### src/rtl/us_timming_flow_receiver.sv
// Flow-word receiver: a small register skid buffer in front of a write-only FIFO,
// with frame tracking (done/abort pulses, per-frame word count) and drop statistics.
module us_timming_flow_receiver #(
  parameter int DATA_W         = 128,
  parameter int BUF_DEPTH      = 4,
  parameter int TIMEOUT_CYCLES = 1024
) (
  input  logic              sys_clk_i,
  input  logic              rst_i,
  input  logic              us_timming_flow_vld_i,
  input  logic [DATA_W-1:0] us_timming_flow_i,
  input  logic              transmit_done_pluse_i,
  output logic              us_timming_wr_en_o,
  output logic [DATA_W-1:0] us_timming_din_o,
  input  logic              us_timming_full_i,
  output logic              frame_done_pluse_o,
  output logic [11:0]       frame_word_cnt_o,
  output logic              frame_abort_pluse_o,
  output logic              overflow_o,
  output logic [15:0]       drop_cnt_o,
  output logic [1:0]        state_dbg
);

  localparam int PTR_W  = $clog2(BUF_DEPTH);
  localparam int OCC_W  = $clog2(BUF_DEPTH + 1);
  localparam int IDLE_W = $clog2(TIMEOUT_CYCLES + 1);
  localparam logic [OCC_W-1:0]  OCC_FULL  = OCC_W'(BUF_DEPTH);
  localparam logic [IDLE_W-1:0] IDLE_LAST = IDLE_W'(TIMEOUT_CYCLES - 1);

  typedef enum logic [1:0] {
    S_IDLE  = 2'd0,
    S_RECV  = 2'd1,
    S_FLUSH = 2'd2,
    S_DONE  = 2'd3
  } state_t;

  state_t             state;
  logic [DATA_W-1:0]  buf_mem [BUF_DEPTH];
  logic [PTR_W-1:0]   rd_ptr;
  logic [PTR_W-1:0]   wr_ptr;
  logic [OCC_W-1:0]   occ;
  logic [OCC_W-1:0]   occ_next;
  logic [OCC_W-1:0]   cur_in_buf;
  logic [OCC_W-1:0]   cur_in_buf_dec;
  logic [OCC_W-1:0]   cur_in_buf_acc;
  logic [IDLE_W-1:0]  idle_cnt;
  logic [11:0]        cur_cnt;
  logic [11:0]        nxt_cnt;
  logic [11:0]        nxt_total;
  logic               push;
  logic               pop;
  logic               drop;
  logic               cur_pop;
  logic               flush_last;

  function automatic logic [11:0] sat_inc(input logic [11:0] v);
    return (v == 12'hFFF) ? v : v + 12'd1;
  endfunction

  // Handshake: the sender has no backpressure, so a word is either pushed or
  // dropped in its valid cycle; the FIFO side writes whenever the head exists
  // and full is low (wr_en is the pop strobe).
  assign pop                = (occ != '0) && !us_timming_full_i;
  assign push               = us_timming_flow_vld_i && ((occ != OCC_FULL) || pop);
  assign drop               = us_timming_flow_vld_i && !push;
  assign us_timming_wr_en_o = pop;
  assign us_timming_din_o   = buf_mem[rd_ptr];
  assign state_dbg          = state;

  always_comb begin
    occ_next = occ;
    if (push && !pop)
      occ_next = occ + 1'b1;
    else if (pop && !push)
      occ_next = occ - 1'b1;
  end

  // Current-frame words always sit at the buffer head, ahead of next-frame words.
  assign cur_pop        = pop && (cur_in_buf != '0);
  assign cur_in_buf_dec = cur_in_buf - {{(OCC_W-1){1'b0}}, cur_pop};
  assign cur_in_buf_acc = cur_in_buf_dec + {{(OCC_W-1){1'b0}}, push};
  assign flush_last     = (cur_in_buf == '0) || ((cur_in_buf == OCC_W'(1)) && pop);
  assign nxt_total      = push ? sat_inc(nxt_cnt) : nxt_cnt;

  always_ff @(posedge sys_clk_i) begin
    if (push)
      buf_mem[wr_ptr] <= us_timming_flow_i;
  end

  always_ff @(posedge sys_clk_i) begin
    if (rst_i) begin
      rd_ptr <= '0;
      wr_ptr <= '0;
      occ    <= '0;
    end else begin
      if (push)
        wr_ptr <= wr_ptr + 1'b1;
      if (pop)
        rd_ptr <= rd_ptr + 1'b1;
      occ <= occ_next;
    end
  end

  always_ff @(posedge sys_clk_i) begin
    if (rst_i) begin
      overflow_o <= 1'b0;
      drop_cnt_o <= '0;
    end else if (drop) begin
      overflow_o <= 1'b1;
      if (drop_cnt_o != 16'hFFFF)
        drop_cnt_o <= drop_cnt_o + 16'd1;
    end
  end

  always_ff @(posedge sys_clk_i) begin
    if (rst_i) begin
      state               <= S_IDLE;
      cur_in_buf          <= '0;
      idle_cnt            <= '0;
      cur_cnt             <= '0;
      nxt_cnt             <= '0;
      frame_word_cnt_o    <= '0;
      frame_done_pluse_o  <= 1'b0;
      frame_abort_pluse_o <= 1'b0;
    end else begin
      frame_done_pluse_o  <= 1'b0;
      frame_abort_pluse_o <= 1'b0;
      unique case (state)
        S_IDLE: begin
          cur_in_buf <= cur_in_buf_acc;
          idle_cnt   <= '0;
          cur_cnt    <= {11'd0, push};
          if (transmit_done_pluse_i)
            state <= S_FLUSH;
          else if (push)
            state <= S_RECV;
        end
        S_RECV: begin
          cur_in_buf <= cur_in_buf_acc;
          if (push)
            cur_cnt <= sat_inc(cur_cnt);
          if (transmit_done_pluse_i) begin
            idle_cnt <= '0;
            state    <= S_FLUSH;
          end else if (us_timming_flow_vld_i) begin
            idle_cnt <= '0;
          end else if (idle_cnt == IDLE_LAST) begin
            // Abandon the frame count; buffered words still drain to the FIFO.
            idle_cnt            <= '0;
            cur_cnt             <= '0;
            frame_abort_pluse_o <= 1'b1;
            state               <= S_IDLE;
          end else begin
            idle_cnt <= idle_cnt + 1'b1;
          end
        end
        S_FLUSH: begin
          cur_in_buf <= cur_in_buf_dec;
          nxt_cnt    <= nxt_total;
          if (flush_last) begin
            frame_done_pluse_o <= 1'b1;
            frame_word_cnt_o   <= cur_cnt;
            state              <= S_DONE;
          end
        end
        S_DONE: begin
          // Everything still buffered belongs to the frame that starts now.
          cur_in_buf <= occ_next;
          cur_cnt    <= nxt_total;
          nxt_cnt    <= '0;
          idle_cnt   <= '0;
          state      <= (nxt_total != 12'd0) ? S_RECV : S_IDLE;
        end
        default: state <= S_IDLE;
      endcase
    end
  end

endmodule

### config.mk
export PLATFORM = sky130hd
export DESIGN_NAME = us_timming_flow_receiver
export DESIGN_NICKNAME = d
export VERILOG_FILES = /design/src/rtl/us_timming_flow_receiver.sv
export SDC_FILE = /design/constraint.sdc
export NUM_CORES = 1
export LEC_CHECK = 0
export ABC_AREA = 1
export ABC_CLOCK_PERIOD_IN_PS = 6800
export CAP_MARGIN = 20
export CORE_MARGIN = 1.5
export CORE_UTILIZATION = 52
export CTS_BUF_LIST = sky130_fd_sc_hd__clkbuf_2
export CTS_CLUSTER_SIZE = 14
export DETAILED_ROUTE_END_ITERATION = 12
export GPL_TIMING_DRIVEN = 0
export PLACE_DENSITY = 0.79
export RECOVER_POWER = 25
export SYNTH_ARGS = -nofsm -noshare
export SYNTH_HDL_FRONTEND = slang
export SYNTH_SLANG_ARGS = --single-unit
### constraint.sdc
create_clock -name sys_clk_i -period 6.8 [get_ports sys_clk_i]
set_clock_uncertainty 0.05 [all_clocks]
set_input_delay 0.68 -clock sys_clk_i [delete_from_list [all_inputs] [get_ports sys_clk_i]]
set_output_delay 0.68 -clock sys_clk_i [all_outputs]
set_load 0.01 [all_outputs]
# Yosys cells after proc, flatten, opt, wreduce, memory -nomap -nowiden
# Memory sizes are Yosys's and may differ from the RTL's. A register that Yosys moved wholly into a read port is not among the register bits.
# Index checks and enable logic that the tools add are counted.
totals:
  reg_bits: 78
  ram_bits: 512
  inputBits: 133
  out_inout_bits: 162
  elab_cells: 96
  n_memories: 1
op_classes:
  n_addsub: 10
  eq_ne: 13
  n_mux: 30
  n_bitwise: 2
  reduce_logical: 27
mem_list:
  columns: ["name", "depth", "width", "read_ports", "rd_ports_with_merged_regs", "wr", "line_no", "rtl"]
  rows:
  - ["buf_mem", 4, 128, 1, 1, 1, "38", "logic [DATA_W-1:0] buf_mem [BUF_DEPTH];"]
op_table:
  columns: ["op", "n"]
  rows:
  - ["two-way mux 12 bit", 7]
  - ["one-hot mux 12 bit (3 select lines)", 1]
  - ["two-way mux 11 bit", 3]
  - ["adder 12 x 1 -> 12 bit, second input constant", 2]
  - ["== test 12 bit, second input constant", 2]
  - ["one-hot mux 12 bit (2 select lines)", 1]
  - ["one-hot mux 11 bit (2 select lines)", 1]
  - ["adder 16 x 1 -> 16 bit, second input constant", 1]
  - ["two-way mux 2 bit", 8]
  - ["!= test 16 bit, second input constant", 1]
  - ["!= test 3 bit, second input constant", 4]
  - ["nonzero test 12 bit", 1]
  - ["adder 11 x 1 -> 11 bit, second input constant", 1]
  - ["== test 11 x 10 -> 1 bit, second input constant", 1]
  - ["one-hot mux 3 bit (3 select lines)", 1]
  - ["nonzero test 3 bit", 3]
  - ["one-hot mux 2 bit (4 select lines)", 1]
  - ["logical AND 1 bit", 7]
  - ["two-way mux 3 bit", 2]
  - ["OR reduction 2 bit", 3]
  - ["two-way mux 1 bit", 5]
  - ["adder 2 x 1 -> 2 bit, second input constant", 2]
  - ["== test 2 bit, second input constant", 2]
  - ["AND reduction 2 bit", 2]
  - ["other kinds (15)", 20]

# Depth between registers and ports, before layout
logic_depth:
  word_depth: 9
  ltp_mapped: 15
  depth_no_buf: 15

# Least setup slack after synthesis
# Ideal clock, no wire load.
synth_timing:
  path_type: "input-to-reg"
  start: "input port us_timming_full_i"
  end: "memory buf_mem[0][0] (enable)"
  setup_ns: 0.616
  arrival_ns: 6.324
  required_ns: 6.134
  setup_slack_ns: -0.190
  stages: 4
  path_buffers: 1
  cell_sequence: "nand3_2 -> nand2_4 -> buf_2 -> nor2_1"
synth_via:
  elab_chain_len: 6
synth_rtl:
  columns: ["element", "line_no", "rtl"]
  rows:
  - ["start: declaration", "15", "input logic us_timming_full_i,"]
  - ["logical NOT 1 bit", "63", "assign pop = (occ != '0) && !us_timming_full_i;"]
  - ["logical AND 1 bit", "63", null]
  - ["logical OR 1 bit", "64", "assign push = us_timming_flow_vld_i && ((occ != OCC_FULL) || pop);"]
  - ["logical AND 1 bit", "64", null]
  - ["two-way mux 1 bit", "86", "if (push)"]
  - ["two-way mux 1 bit (implied by the code)", "87", "buf_mem[wr_ptr] <= us_timming_flow_i;"]
  - ["end: declaration", "38", null]
# No other way between the ends.

==> out/qor.txt <==
Routability cong. = 0.899
R2R setup slack = 3810 ps
Final instance area = 30200 um2
Count of cells resized by post-cts repair = 0
Cells after Synth = 1922
Detailed-route via count = 18400
Top-area cell type share of the netlist area = 65.8%
Yosys cell types = 44
Site row count = 77
Congestion Overflow GR = 0
Leading cell type in the layout, fill and taps excluded = edfxtp_1
Top cell type by total area after synthesis = edfxtp_1
Fin crit period = 5210 ps
Total CTS buffers = 146
Register area share after synthesis = 72.7%
Layout cells sized above 1 = 11.7%
Crit Path Category = reg2out
I/O pin count = 295
Initial antenna violation count = 6
Period utilization = 76.6%
Slew HR = 33.9%
Die Y = 215 um
Avg WL per Cell = 20.7 um
First-pass GRT wire length = 103000 um
Clock Tree Buf Depth = 3
P_leak = 10.7 nW
Worst Path Required = 6070 ps
CTS tree = built
Via count of the first global-routing pass = 18800
Commonest cells after routing, fill and taps aside = edfxtp_1 (512), nor2_1 (316), o21ai_0 (309), dlygate4sd3_1 (218), clkbuf_2 (211)
Crit Path Max Fanout = 10
Final-report hold violation count = 0
Crit end category = output port
Crit path arrival time = 4480 ps
Die X = 215 um
Placed insts = 2828
Max-cap violations = 0
Largest net degree at the start of global routing = 30
Root buffer cell = clkbuf_2
Drt first pass iters = 5
VDD IR-drop max = 275 uV
Worst-Skew Late Latency = 1330 ps
Warnings, synthesis = 0
Die Area = 46200 um2
Peak Freq = 192 MHz
CTS H-Tree Depth = 4
Synthesized cell area = 23400 um2
Setup TNS = 0 ps
Sink Count = 592
RSZ-0062 raised after global routing = no
Avg Cell Area, Syn = 12.1 um2
Largest cells by area after synthesis = edfxtp_1 (66%), dfxtp_1 (6.9%), o21ai_0 (6.6%)
Final ANT Viol Nets = 0
Fillers = 2969
Final #Nets = 2666
Routed WL = 66800 um
Final setup viols = 0
Post-synth EDFFs = 512
Ys flop type = edfxtp_1
Status = finished, final reports clean
Mapped Nets = 2075
Final Non-Filler Cells = 3222
Initial Utilization = 52.8%
Max Slew Vio Count = 0
Overall global routing resource usage = 29.0%
Detailed-route vias per instance = 5.71
Drt drc = 0
Power Density = 306 nW/um2
CP Launch Type = register
Min-Delay Path Class = in2reg
Post-DP Area = 27500 um2
Reg area = 17000 um2
Least-Margin Pin Slew = 989 ps
Clock-pin slew on the worst setup and hold paths = 90 ps
Synthesized flop and latch total = 592
IO Port Bufs = 293
Area growth, synth to finish = 29.5%
Area of the multi-input gates = 5570 um2
DP HPWL = 40400 um
Core Region = 44200 um2
DRT iter0 DRCs = 1846
Post-synth ARST share = 0%
==> per-stage QoR <==
stage	hold WS (ps)	total power [mW]	util, %	setup WS, ps
final	143	9.26	68.4	1590
after floorplan	394	5.53	-	-190
after global placement	405	6.69	61.1	-5170
after detailed placement	423	6.73	62.3	3000
after global routing	42.3	9.66	68.4	1410
after CTS	18.8	9.21	68.3	1510
==> cells in the mapped netlist (6+ instances only) <==
master / count
o21ai_0: 309
inv_2: 7
nand2_1: 150
edfxtp_1: 512
a31oi_1: 9
dfxtp_1: 80
xor2_1: 6
buf_2: 14
o211ai_1: 6
nor3_1: 17
o22ai_1: 128
inv_1: 95
nand4_1: 11
ha_1: 20
nor2_1: 320
a21oi_1: 57
clkbuf_1: 85
nand3_1: 47
==> layout make-up <==
cell class | instances | area share [%]
Sequential cell | 592 | 56.1
Clock inverter | 46 | 1.08
Buffer | 108 | 1.51
Clock buffer | 211 | 3.49
Tap cell | 592 | 2.45
Inverter | 102 | 1.27
Antenna cell | 8 | 0.0662
Multi-Input combinational cell | 1120 | 18.4
Timing Repair Buffer | 443 | 15.6
==> worst max-delay path, stage by stage (launching register included) <==
cell and delay (ps):
dfxtp_1 390, buf_2 270, inv_1 140, clkbuf_1 740, clkbuf_1 470, o21ai_0 210
o22ai_1 320, clkdlybuf4s50_1 620
==> power breakdown <==
part / switching (mW) / internal, mW
Combinational: 1.45 / 0.993
Clock: 1.50 / 0.996
Sequential: 0.104 / 4.21
Total: 3.06 / 6.20
==> timing repair <==
item,4_1_cts,5_1_grt
hold endpoints to repair,537,0
buffers inserted,0,0
hold buffers,129,0
setup endpoints to repair,0,0
==> worst paths after layout <==
path / from / to / cells past startpoint
max: register / us_timming_din_o[60] / 7
min: us_timming_full_i / rd_ptr[0] / 3
max reg2reg: occ[0] / buf_mem[1][83] / 9
min reg2reg: rd_ptr[0] / rd_ptr[0] / 1
==> kinds of logic after synthesis <==
logic type,count (synthesis),share of synthesized area [%]
simple gates,572,10.2
flops,592,72.7
compound gates,519,12.1
buf+inv,210,3.60
fa+ha+maj,20,1.07
xor+xnor,9,0.338
==> flip-flops by register name, indices dropped and copies added, names as in the netlist, named ones only <==
name,count
overflow_o,1
cur_cnt,12
buf_mem,512
frame_done_pluse_o,1
wr_ptr,2
occ,3
idle_cnt,11
frame_abort_pluse_o,1
state_dbg,2
rd_ptr,2
frame_word_cnt_o,12
cur_in_buf,3
nxt_cnt,12
drop_cnt_o,16
==> metal layers <==
| metal | wire, um | global-route usage (%) | up-vias | share of wire (%) |
|---|---|---|---|---|
| met2 | 33000 | 48.7 | 1088 | 49 |
| met3 | 6720 | 9.06 | 191 | 10 |
| li1 | - | - | 8256 | - |
| met4 | 2350 | 13.2 | 4 | 3.5 |
| met5 | 23 | 0 | - | 0.034 |
| met1 | 24700 | 34.3 | 8846 | 37 |
Note: power is estimated with default switching activity, not from simulation.
==> RTL change: new RTL, same flow settings <==
One comparison of `idle_cnt` changes from == to >=.
--- a/src/rtl/us_timming_flow_receiver.sv
+++ b/src/rtl/us_timming_flow_receiver.sv
@@ -146,3 +146,3 @@
             idle_cnt <= '0;
-          end else if (idle_cnt == IDLE_LAST) begin
+          end else if (idle_cnt >= IDLE_LAST) begin
             // Abandon the frame count; buffered words still drain to the FIFO.
Formal check against the unedited RTL: no difference found for any inputs over 4 cycles, from zero or initial values and one cycle with rst_i high; that may be too few to reach the edited logic, so the function may still have changed.
==> RTL change against the unedited design <==
Area after synthesis decreased by 0.33%. Sequential cell count unchanged. Global-route usage decreased by 0.58 points. Final area about the same. Wire length decreased by 1.9%. Power decreased by 2.9%. Setup slack about the same. Largest power group unchanged.
==> RTL change: results <==
{
  "status": "completed",
  "synthAdderAreaFrac_pct": 1.075,
  "layout.nets": 2636,
  "yosys.area_share.xor_xnor_pct": 0.4892,
  "grtUsageMet3_pct": 7.858,
  "drive_above_1_share_pct": 12.05,
  "critPathMaxStageDelay_ns": 0.69,
  "cts_setup_buffers": 0,
  "drt_iter0_drc": 1446,
  "met2WireLength_mm": 32.97,
  "gr-usage-met1_pct": 33.85,
  "place_congestion": 0.9105,
  "ys_async_sr_fraction_pct": 0,
  "synth_compound_area_share_pct": 12.07,
  "drt-pass1-iter-count": 7,
  "p_leak_uw": 0.01066,
  "via_count": 18076,
  "yosys-top-cells-count": "edfxtp_1, nor2_1, o21ai_0",
  "syn_to_final_growth_pct": 29.97,
  "synth_seq_area_share_pct": 72.94,
  "tightestPinTransition_ns": 0.9181,
  "synthFlopType": "edfxtp_1",
  "met1Wirelength_mm": 24.31,
  "clock_latency_ns": 1.27,
  "route.met3.wl_mm": 6.087,
  "ir_drop_v": 0.0002191,
  "grt_max_degree": 29,
  "maxUsedRoutingLayer": "met4",
  "routed_wl_mm": 65.52,
  "synth_nets": 2045,
  "synthTopCellsByArea": "edfxtp_1, dfxtp_1, o21ai_0",
  "placed_cell_area_sq_mm": 0.02748,
  "grt_usage_pct": 28.43,
  "cts_inserted_buffers": 143,
  "grt_antenna_before_repair": 7,
  "hpwl_mm": 40.06,
  "min_path_cells": 5,
  "pre_cts_slack_ns": 3.008,
  "use_met2_pct": 47.69,
  "num-fill-cells": 3095,
  "grt_pass1_wl_mm": 99.94
}
[RTL change: changes by cell type in the layout (fill, tap and decap cells not counted), sizes merged, moves of 5 or more]
| cell | delta |
|---|---|
| clkbuf | -7 |
| dlygate4sd3 | +7 |
| o22ai | +7 |
| clkinv | +6 |
| nand2 | -25 |
| inv | -11 |
| xor2 | +5 |
| nand3 | -6 |
| clkdlybuf4s50 | -5 |
| o211ai | -5 |
[RTL change: cell type report]
type	count	area share, %
buffer	102	1.344
sequential	592	56.12
timing repair buffer	446	15.68
multi-input combinational	1104	18.41
antenna	11	0.09100
tap	592	2.449
clock buffer	211	3.491
clock inverter	49	1.245
inverter	94	1.166
[RTL change: worst paths after layout]
path,start,to,slack [ns]
max,register,us_timming_din_o[76],1.59
min,us_timming_full_i,overflow_o$_SDFFE_PP0P_,0.21
max reg2reg,occ[0]$_SDFF_PP0_,buf_mem[2][125]$_DFFE_PP_,3.87
min reg2reg,idle_cnt[9]$_SDFFE_PP0P_,idle_cnt[9]$_SDFFE_PP0P_,0.42
[RTL change: worst min-delay path: cells and delay by family]
family	cells	cell delay, ns
buf+inv	1	0.48
simple gates	4	0.34
[RTL change: metrics by stage]
stage	total power [uW]	hold slack (ns)	cells	setup TNS [ns]
after floorplan	5338	0.3896	1892	-106.24
after global placement	6402	0.3992	2777	-2595.42
after detailed placement	6437	0.4059	2799	0
after CTS	8977	0.03723	3190	0
after global routing	9370	0.1091	3196	0
final	8986	0.2146	3201	0
[RTL change: power breakdown]
group / total (uW) / internal [uW] / switching [uW]
clock network: 2520 / 1070 / 1460
logic: 2200 / 899 / 1300
registers: 4260 / 4170 / 93.7
total: 8990 / 6140 / 2850
[RTL change: timing repair]
item,CTS,global route
gates resized for setup,0,0
hold buffers,131,0
hold endpoints to repair,541,0
